## src/rtl/fsm_ex3_pkg.sv

```systemverilog
// Shared encodings and combinational helpers for the example3 Moore FSM and its path driver.
package fsm_ex3_pkg;

  localparam int unsigned ST_W  = 3;
  localparam int unsigned CNT_W = 4;

  localparam logic [ST_W-1:0] S0 = 3'd0;
  localparam logic [ST_W-1:0] S1 = 3'd1;
  localparam logic [ST_W-1:0] S2 = 3'd2;
  localparam logic [ST_W-1:0] S3 = 3'd3;
  localparam logic [ST_W-1:0] S5 = 3'd4;
  localparam logic [ST_W-1:0] S6 = 3'd5;

  typedef enum logic {
    CTL_IDLE = 1'b0,
    CTL_BUSY = 1'b1
  } ctl_state_e;

  function automatic logic [ST_W-1:0] fsm_ex3_next(input logic [ST_W-1:0] state, input logic x);
    logic [ST_W-1:0] nxt;
    case (state)
      S0:      nxt = x ? S2 : S1;
      S1:      nxt = x ? S5 : S3;
      S2:      nxt = x ? S2 : S5;
      S3:      nxt = x ? S6 : S1;
      S5:      nxt = x ? S3 : S2;
      S6:      nxt = x ? S6 : S5;
      default: nxt = S0;
    endcase
    return nxt;
  endfunction

  function automatic logic fsm_ex3_out(input logic [ST_W-1:0] state);
    return (state == S0) || (state == S1) || (state == S3);
  endfunction

  // First bit of the shortest path; ties resolve to x=0, S2/S6 always hop with 0.
  function automatic logic fsm_ex3_hop(input logic [ST_W-1:0] cur, input logic [ST_W-1:0] tgt);
    logic hop;
    case (cur)
      S0:      hop = (tgt == S2);
      S1:      hop = (tgt == S5) || (tgt == S2);
      S3:      hop = (tgt == S6);
      S5:      hop = (tgt == S1) || (tgt == S3) || (tgt == S6);
      default: hop = 1'b0;
    endcase
    return hop;
  endfunction

endpackage

```

## src/rtl/fsm_ex3_shadow.sv

```systemverilog
// Cycle-accurate shadow of the example3 FSM: state register plus Moore output.
module fsm_ex3_shadow
  import fsm_ex3_pkg::*;
(
  input  logic            i_clk,
  input  logic            i_reset_n,
  input  logic            i_x,
  output logic [ST_W-1:0] o_state,
  output logic            o_moore_c
);

  logic [ST_W-1:0] r_state;

  always_ff @(posedge i_clk) begin
    if (!i_reset_n) r_state <= S0;
    else            r_state <= fsm_ex3_next(r_state, i_x);
  end

  assign o_state   = r_state;
  assign o_moore_c = fsm_ex3_out(r_state);

endmodule

```

## src/rtl/fsm_path_driver.sv

```systemverilog
// Steers the example3 FSM to a requested state via its serial input and flags arrival.
// Optional output checker enabled by defining FSM_PATH_CHECK_EN.
module fsm_path_driver
  import fsm_ex3_pkg::*;
#(
  parameter int unsigned MAX_STEPS = 4,
  parameter logic        IDLE_X    = 1'b1
) (
  input  logic            clk,
  input  logic            reset_n,
  input  logic            req_valid,
  output logic            req_ready,
  input  logic [ST_W-1:0] req_state,
  output logic            x,
  output logic [ST_W-1:0] cur_state,
  output logic            done,
  output logic            err,
  input  logic            obs_out,
  output logic            mismatch
);

  ctl_state_e       r_ctl, w_ctl_nxt;
  logic [ST_W-1:0]  r_tgt, w_tgt_nxt;
  logic [CNT_W-1:0] r_cnt, w_cnt_nxt;
  logic             r_err, w_err_nxt;
  logic [ST_W-1:0]  w_shadow;
  logic             w_moore;
  logic             w_x, w_ready, w_done;

  fsm_ex3_shadow u_shadow (
    .i_clk     (clk),
    .i_reset_n (reset_n),
    .i_x       (w_x),
    .o_state   (w_shadow),
    .o_moore_c (w_moore)
  );

  always_ff @(posedge clk) begin
    if (!reset_n) begin
      r_ctl <= CTL_IDLE;
      r_tgt <= S0;
      r_cnt <= '0;
      r_err <= 1'b0;
    end else begin
      r_ctl <= w_ctl_nxt;
      r_tgt <= w_tgt_nxt;
      r_cnt <= w_cnt_nxt;
      r_err <= w_err_nxt;
    end
  end

  always_comb begin
    w_ctl_nxt = r_ctl;
    w_tgt_nxt = r_tgt;
    w_cnt_nxt = r_cnt;
    w_err_nxt = 1'b0;
    w_x       = IDLE_X;
    w_ready   = 1'b0;
    w_done    = 1'b0;
    case (r_ctl)
      CTL_IDLE: begin
        w_ready = 1'b1;
        if (req_valid) begin
          w_tgt_nxt = req_state;
          // S0 only reachable through reset; codes above S6 are not states
          if ((req_state == S0) || (req_state > S6)) begin
            w_err_nxt = 1'b1;
          end else begin
            w_ctl_nxt = CTL_BUSY;
            w_cnt_nxt = '0;
          end
        end
      end
      CTL_BUSY: begin
        if (w_shadow == r_tgt) begin
          w_done    = 1'b1;
          w_ctl_nxt = CTL_IDLE;
        end else if (r_cnt >= CNT_W'(MAX_STEPS)) begin
          w_err_nxt = 1'b1;
          w_ctl_nxt = CTL_IDLE;
        end else begin
          w_x       = fsm_ex3_hop(w_shadow, r_tgt);
          w_cnt_nxt = r_cnt + CNT_W'(1);
        end
      end
      default: w_ctl_nxt = CTL_IDLE;
    endcase
    // Outputs look idle while reset is held, whatever the registers hold
    if (!reset_n) begin
      w_x     = IDLE_X;
      w_ready = 1'b1;
      w_done  = 1'b0;
    end
  end

  assign x         = w_x;
  assign req_ready = w_ready;
  assign done      = w_done;
  assign err       = r_err;
  assign cur_state = w_shadow;

`ifdef FSM_PATH_CHECK_EN
  logic r_mismatch;

  always_ff @(posedge clk) begin
    if (!reset_n)                r_mismatch <= 1'b0;
    else if (obs_out != w_moore) r_mismatch <= 1'b1;
  end

  assign mismatch = r_mismatch;
`else
  logic w_unused_obs;
  assign w_unused_obs = obs_out ^ w_moore;
  assign mismatch     = 1'b0;
`endif

endmodule

```

## config.mk

```make
export PLATFORM = sky130hd
export DESIGN_NAME = fsm_path_driver
export DESIGN_NICKNAME = d
export VERILOG_FILES = /design/src/rtl/fsm_ex3_pkg.sv /design/src/rtl/fsm_ex3_shadow.sv /design/src/rtl/fsm_path_driver.sv
export SDC_FILE = /design/constraint.sdc
export NUM_CORES = 1
export LEC_CHECK = 0
export ABC_CLOCK_PERIOD_IN_PS = 1550
export BUFFER_PORTS_ARGS = -buffer_cell sky130_fd_sc_hd__buf_4
export CAP_MARGIN = 20
export CORE_MARGIN = 1.5
export CORE_UTILIZATION = 46
export DETAILED_ROUTE_END_ITERATION = 8
export PLACE_DENSITY = 0.73
export SYNTH_ARGS = -nofsm -noshare
export SYNTH_HDL_FRONTEND = slang
export SYNTH_HIERARCHICAL = 1
export SYNTH_SLANG_ARGS = --single-unit
```

## constraint.sdc

```tcl
create_clock -name clk -period 1.55 [get_ports clk]
set_clock_uncertainty 0.05 [all_clocks]
set_input_delay 0.2325 -clock clk [delete_from_list [all_inputs] [get_ports clk]]
set_output_delay 0.2325 -clock clk [all_outputs]
set_load 0.01 [all_outputs]
```

==> results.yml, run 1 <==
timing:
  fin_crit_sh: 1.089
  hold_viol_final: 0
  finalWorstSetupSlack_ns: -0.1376
  min_period_ns: 1.688
  setup_viol: 5
  rsz0062_at_grt: "true"
  clock.fmax_mhz: 592.5
  slew_violations: 0
final_layout:
  finalNetCount: 117
  drive_gt1_frac: 0.4630
  multiInputGateArea_um2: 488.0
  n_antenna_cell: 0
  seq_area_um2: 255.2
  fillers: 109
  layoutNonFillerInstCount: 123
  area_growth_pct: 45.31
hold_path:
  holdCritPathClass: "input port to flip-flop"
critical_path:
  crit_chain: "buf_4 > and3b_1 > o21ai_1 > o2111ai_2 > buf_4"
  crit_path_end_kind: "primary output"
  cp_data_required_time_ns: 1.27
  path_common_cell: "buf_4"
  critPathArrivalTime_ns: 1.41
  critPathKind: "flip-flop to primary output"
  critPathTopFamily: "flip-flops"
  cp_slowest_cell: "dfxtp_4"
  path_max_fanout: 4
  cp.buffers_inverters: 2
  crit_path_start_kind: "flip-flop"
  slowest_delay_ns: 0.36
global_route:
  grt_pass1_vias: 643
  grt_pass1_wl_mm: 2.856
  gr-total-overflow: 0
  grt.total_usage: 0.2121
  antenna_found_initial: 0
  grt_max_degree: 14
placed_design:
  port-buffer-count: 12
  placed_cells_incl_taps: 110
  place_hpwl_mm: 1.055
  gp_congestion: 0.7775
floorplan:
  dieHeight_um: 42.20
  fp.dieW_um: 42.20
  start_util: 0.5174
  core_um2: 1366
  die_area_um2: 1781
  io_pins: 15
  num_rows: 13
cts:
  clock_sinks: 12
  htree_num_levels: 1
  cts_made_buffers: 3
  cts_root_buffer: "clkbuf_4"
  cts_hold_buf: 0
  clock_path_buffers: 2
  cts_tree: "built"
  insertion_delay_ns: 0.28
  clk_pin_slew_ns: 0.08
route:
  drc: 0
  wire_per_inst_um: 15.24
  via_per_inst: 5.911
  dr.pass1.iters: 4
  routed_wl_mm: 1.874
  dr.first_iter.drc_count: 25
  postRouteAntennaNets: 0
  vias: 727
pwr:
  power_leakage_nw: 0.4269
  power.density_nw_per_um2: 911.6
  power_mw: 0.9364
  vdd_ir_drop_max_v: 0.0005739
synth:
  syn_area_um2: 706.9
  syn_nets: 86
  syn_avg_cell_area_um2: 9.063
  yosys_warnings: 6
  syn_inst: 78
flow_run:
  cap_violations: 0
outcome:
  violations: "setup timing"
  status: "finished, violations left"
==> tightest hold or removal path, cell delays in order <==
cell and delay (ns):
buf_4 0.09, mux2i_1 0.06, nor2b_1 0.09
==> cell usage in the layout, fill, tap and decap left out, drive strengths merged <==
cell type / instances
clkbuf: 4
nand2b: 2
o311ai: 3
a31oi: 4
a21oi: 1
o21ai: 5
dfxtp: 12
buf: 29
mux2i: 5
and2: 1
nand3: 2
nand2: 3
o31ai: 1
and3b: 1
a221oi: 1
o211a: 1
or3b: 1
nor2b: 4
inv: 5
nor2: 5
o2111ai: 1
ha: 1
nand3b: 1
o21a: 2
nor3: 3
o21ba: 2
o311a: 1
nor3b: 1
conb: 1
xnor2: 4
nor4bb: 1
==> power breakdown <==
part           switching (mW)  total (mW)  leakage [nW]  internal [mW]
combinational           0.166       0.356         0.311          0.190
sequential             0.0317       0.367         0.101          0.335
clock                   0.114       0.214        0.0150         0.0999
total                   0.312       0.936         0.427          0.625
==> registers in the layout, indices dropped and copies added, names as in the netlist <==
register	cells
err	1
u_shadow/o_state	3
r_cnt	4
r_tgt	3
r_ctl	1
==> timing repair <==
| item | in CTS | in global routing |
|---|---|---|
| setup endpoints to repair | 4 | 5 |
| gates resized for setup | 5 | 6 |
| buffers inserted | 8 | 1 |
| pin swaps | 4 | 3 |
==> area by class of cell <==
type | count | share of cell area
Sequential cell | 12 | 0.2485
Timing Repair Buffer | 29 | 0.2119
Tap cell | 15 | 0.01827
Clock buffer | 4 | 0.02558
Multi-Input combinational cell | 58 | 0.4750
Inverter | 5 | 0.02071
==> per-stage QoR <==
stage / util / hold WS [ns] / area (µm²) / worst slack [ns] / TNS (ns)
finish: 0.7518 / 0.1752 / 1027 / -0.1376 / -0.4071
global route: 0.7518 / 0.1788 / 1027 / -0.1911 / -0.7191
CTS: 0.7271 / 0.1805 / 993.5 / -0.1176 / -0.2204
detailed placement: 0.6538 / 0.4100 / 893.4 / -0.001166 / -0.001166
global placement: 0.6538 / 0.4071 / 893.4 / -0.002093 / -0.002093
floorplan: - / 0.2911 / 740.7 / 0.01292 / 0
==> final timing paths <==
path,startpoint,end,slack (ns),cells past startpoint
worst max-delay path,r_tgt[0],x,-0.14,5
worst min-delay path,req_state[0],r_tgt[0],0.18,3
worst max register to register,r_tgt[0],u_shadow/o_state[1],-0.12,8
worst min register to register,r_cnt[3],r_cnt[3],0.43,2
==> routing by layer <==
metal | track usage | up-vias | wire (µm)
li1 | - | 347 | -
met1 | 0.2711 | 344 | 800
met2 | 0.3415 | 28 | 928
met3 | 0.03017 | 8 | 79
met4 | 0.1125 | 0 | 65
met5 | 0 | - | 0
(Power assumes the default switching activity.)
==> run 2, diff against run 1 <==
--- a/config.mk
+++ b/config.mk
@@ -5,13 +5,13 @@
 export SDC_FILE = /design/constraint.sdc
 export NUM_CORES = 1
 export LEC_CHECK = 0
-export ABC_CLOCK_PERIOD_IN_PS = 1550
 export BUFFER_PORTS_ARGS = -buffer_cell sky130_fd_sc_hd__buf_4
 export CAP_MARGIN = 20
 export CORE_MARGIN = 1.5
 export CORE_UTILIZATION = 46
 export DETAILED_ROUTE_END_ITERATION = 8
 export PLACE_DENSITY = 0.73
+export REMOVE_ABC_BUFFERS = 1
 export SYNTH_ARGS = -nofsm -noshare
 export SYNTH_HDL_FRONTEND = slang
 export SYNTH_HIERARCHICAL = 1
==> results.yml, run 2 (synthesis results as in run 1) <==
outcome:
  status: "finished, violations left"
  violations: "setup timing"
final_layout:
  largest-register: "r_cnt"
  final_common_cell: "buf_4"
  final_cell_mix: "22 x buf_4, 7 x dfxtp_1, 5 x mux2i_1"
  n_antenna_cell: 0
  drive_gt1_frac: 0.5385
  finalNetCount: 114
  largest_reg_flops: 4
  area_growth_pct: 51.50
  fillers: 87
  fin_area_um2: 1071
pwr:
  power_leakage_nw: 0.4183
  power_mw: 0.9398
  vdd_ir_drop_max_v: 0.0006941
  power.density_nw_per_um2: 877.5
placed_design:
  place_hpwl_mm: 1.152
  port-buffer-count: 12
  dpl_cell_area_um2: 874.6
  gp_congestion: 0.7885
  dpl_worst_slack_ns: -0.08697
critical_path:
  crit_chain: "nor4bb_4 > a31oi_2 > o2111ai_2 > buf_4 > buf_4"
  cp.buffers_inverters: 2
  ff2ff_setup_slack_ns: -0.15
  critPathArrivalTime_ns: 1.47
  slowest_delay_ns: 0.37
  crit_path_start_kind: "flip-flop"
  critPathLaunch: "u_shadow/o_state[2]"
  crit_path_end_kind: "primary output"
  r2r_start: "u_shadow/o_state[1]"
  critPathKind: "flip-flop to primary output"
  path_common_cell: "buf_4"
  rr_worst_depth: 8
  cp_slowest_cell: "dfxtp_4"
  cp_data_required_time_ns: 1.27
  critPathTopFamily: "flip-flops"
  reg2reg_to: "u_shadow/o_state[1]"
  path_max_fanout: 4
floorplan:
  die_area_um2: 1781
  start_util: 0.5174
  io_pins: 15
  num_rows: 13
  core_um2: 1366
  fp.dieW_um: 42.20
  dieHeight_um: 42.20
cts:
  cts_made_buffers: 3
  insertion_delay_ns: 0.27
  htree_num_levels: 1
  cts_root_buffer: "clkbuf_4"
  clock_path_buffers: 2
  clk_pin_slew_ns: 0.07
  cts_tree: "built"
  clock_sinks: 12
route:
  routed_wl_mm: 1.900
  dr.pass1.iters: 4
  drc: 0
  via_per_inst: 5.790
  vias: 689
  dr.first_iter.drc_count: 14
  postRouteAntennaNets: 0
  wire_per_inst_um: 15.97
timing:
  setup_viol: 5
  finalWorstSetupSlack_ns: -0.2021
  fin_crit_sh: 1.130
  min_period_ns: 1.752
  rsz0062_at_grt: "true"
  slew_violations: 0
  tns_ns: -0.5265
  clock.fmax_mhz: 570.8
  hold_viol_final: 0
global_route:
  grt_pass1_wl_mm: 2.773
  gr-total-overflow: 0
  grt_pass1_vias: 640
  grt.total_usage: 0.2036
  antenna_found_initial: 0
  grt_max_degree: 14
hold_path:
  holdCritPathClass: "input port to flip-flop"
  whs_endpoint: "r_tgt[0]"
  hold_path_depth: 3
  holdCritStartpoint: "req_state[0]"
flow_run:
  cap_violations: 0
[run 2: worst max path at each step]
stage / endpoint / slack [ns] / cells past startpoint
floorplan: u_shadow/o_state[1] / -0.32 / 5
global placement: u_shadow/o_state[1] / -0.07 / 6
detailed placement: u_shadow/o_state[1] / -0.09 / 6
CTS: x / -0.17 / 5
global route: x / -0.27 / 5
finish: x / -0.20 / 5
[run 2: worst min-delay path, delay by kind of cell]
family | cells | cell delay [ns]
simple gates | 1 | 0.10
buf+inv | 1 | 0.10
mux | 1 | 0.06
[run 2: per-stage QoR]
stage / instances / hold WS, ns / utilization
finish: 119 / 0.2023 / 0.7839
global route: 119 / 0.2481 / 0.7839
CTS: 119 / 0.1985 / 0.7271
detailed placement: 112 / 0.4033 / 0.6401
global placement: 112 / 0.4031 / 0.6401
floorplan: 75 / 0.3000 / -
[run 2: metal layers]
layer,GRT usage,vias up,share of wire
met2,0.3292,19,0.52
li1,-,337,-
met4,0.09375,0,0.0063
met5,0,-,0
met1,0.2672,331,0.44
met3,0.02586,2,0.036
[run 2: cell type report]
type                    instances  area [µm²]  share of cell area
repair buffers                 26       210.2              0.1963
flip-flops and latches         12       256.5              0.2395
clock buffers                   3       22.52             0.02103
multi-input cells              58       541.8              0.5058
well taps                      15       18.77             0.01752
inverters                       5       21.27             0.01986
[run 2: power by group]
group | leakage (nW) | internal, mW | switching [mW] | total (mW)
registers | 0.101 | 0.336 | 0.0389 | 0.375
logic | 0.303 | 0.197 | 0.178 | 0.376
clock network | 0.0138 | 0.0899 | 0.0991 | 0.189
total | 0.418 | 0.623 | 0.316 | 0.940
[run 2: what timing repair did]
item | CTS | global route
resized for setup | 19 | 17
pin swaps | 8 | 4
setup endpoints to repair | 5 | 5
hold buffers | 0 | 0
setup buffers | 4 | 0
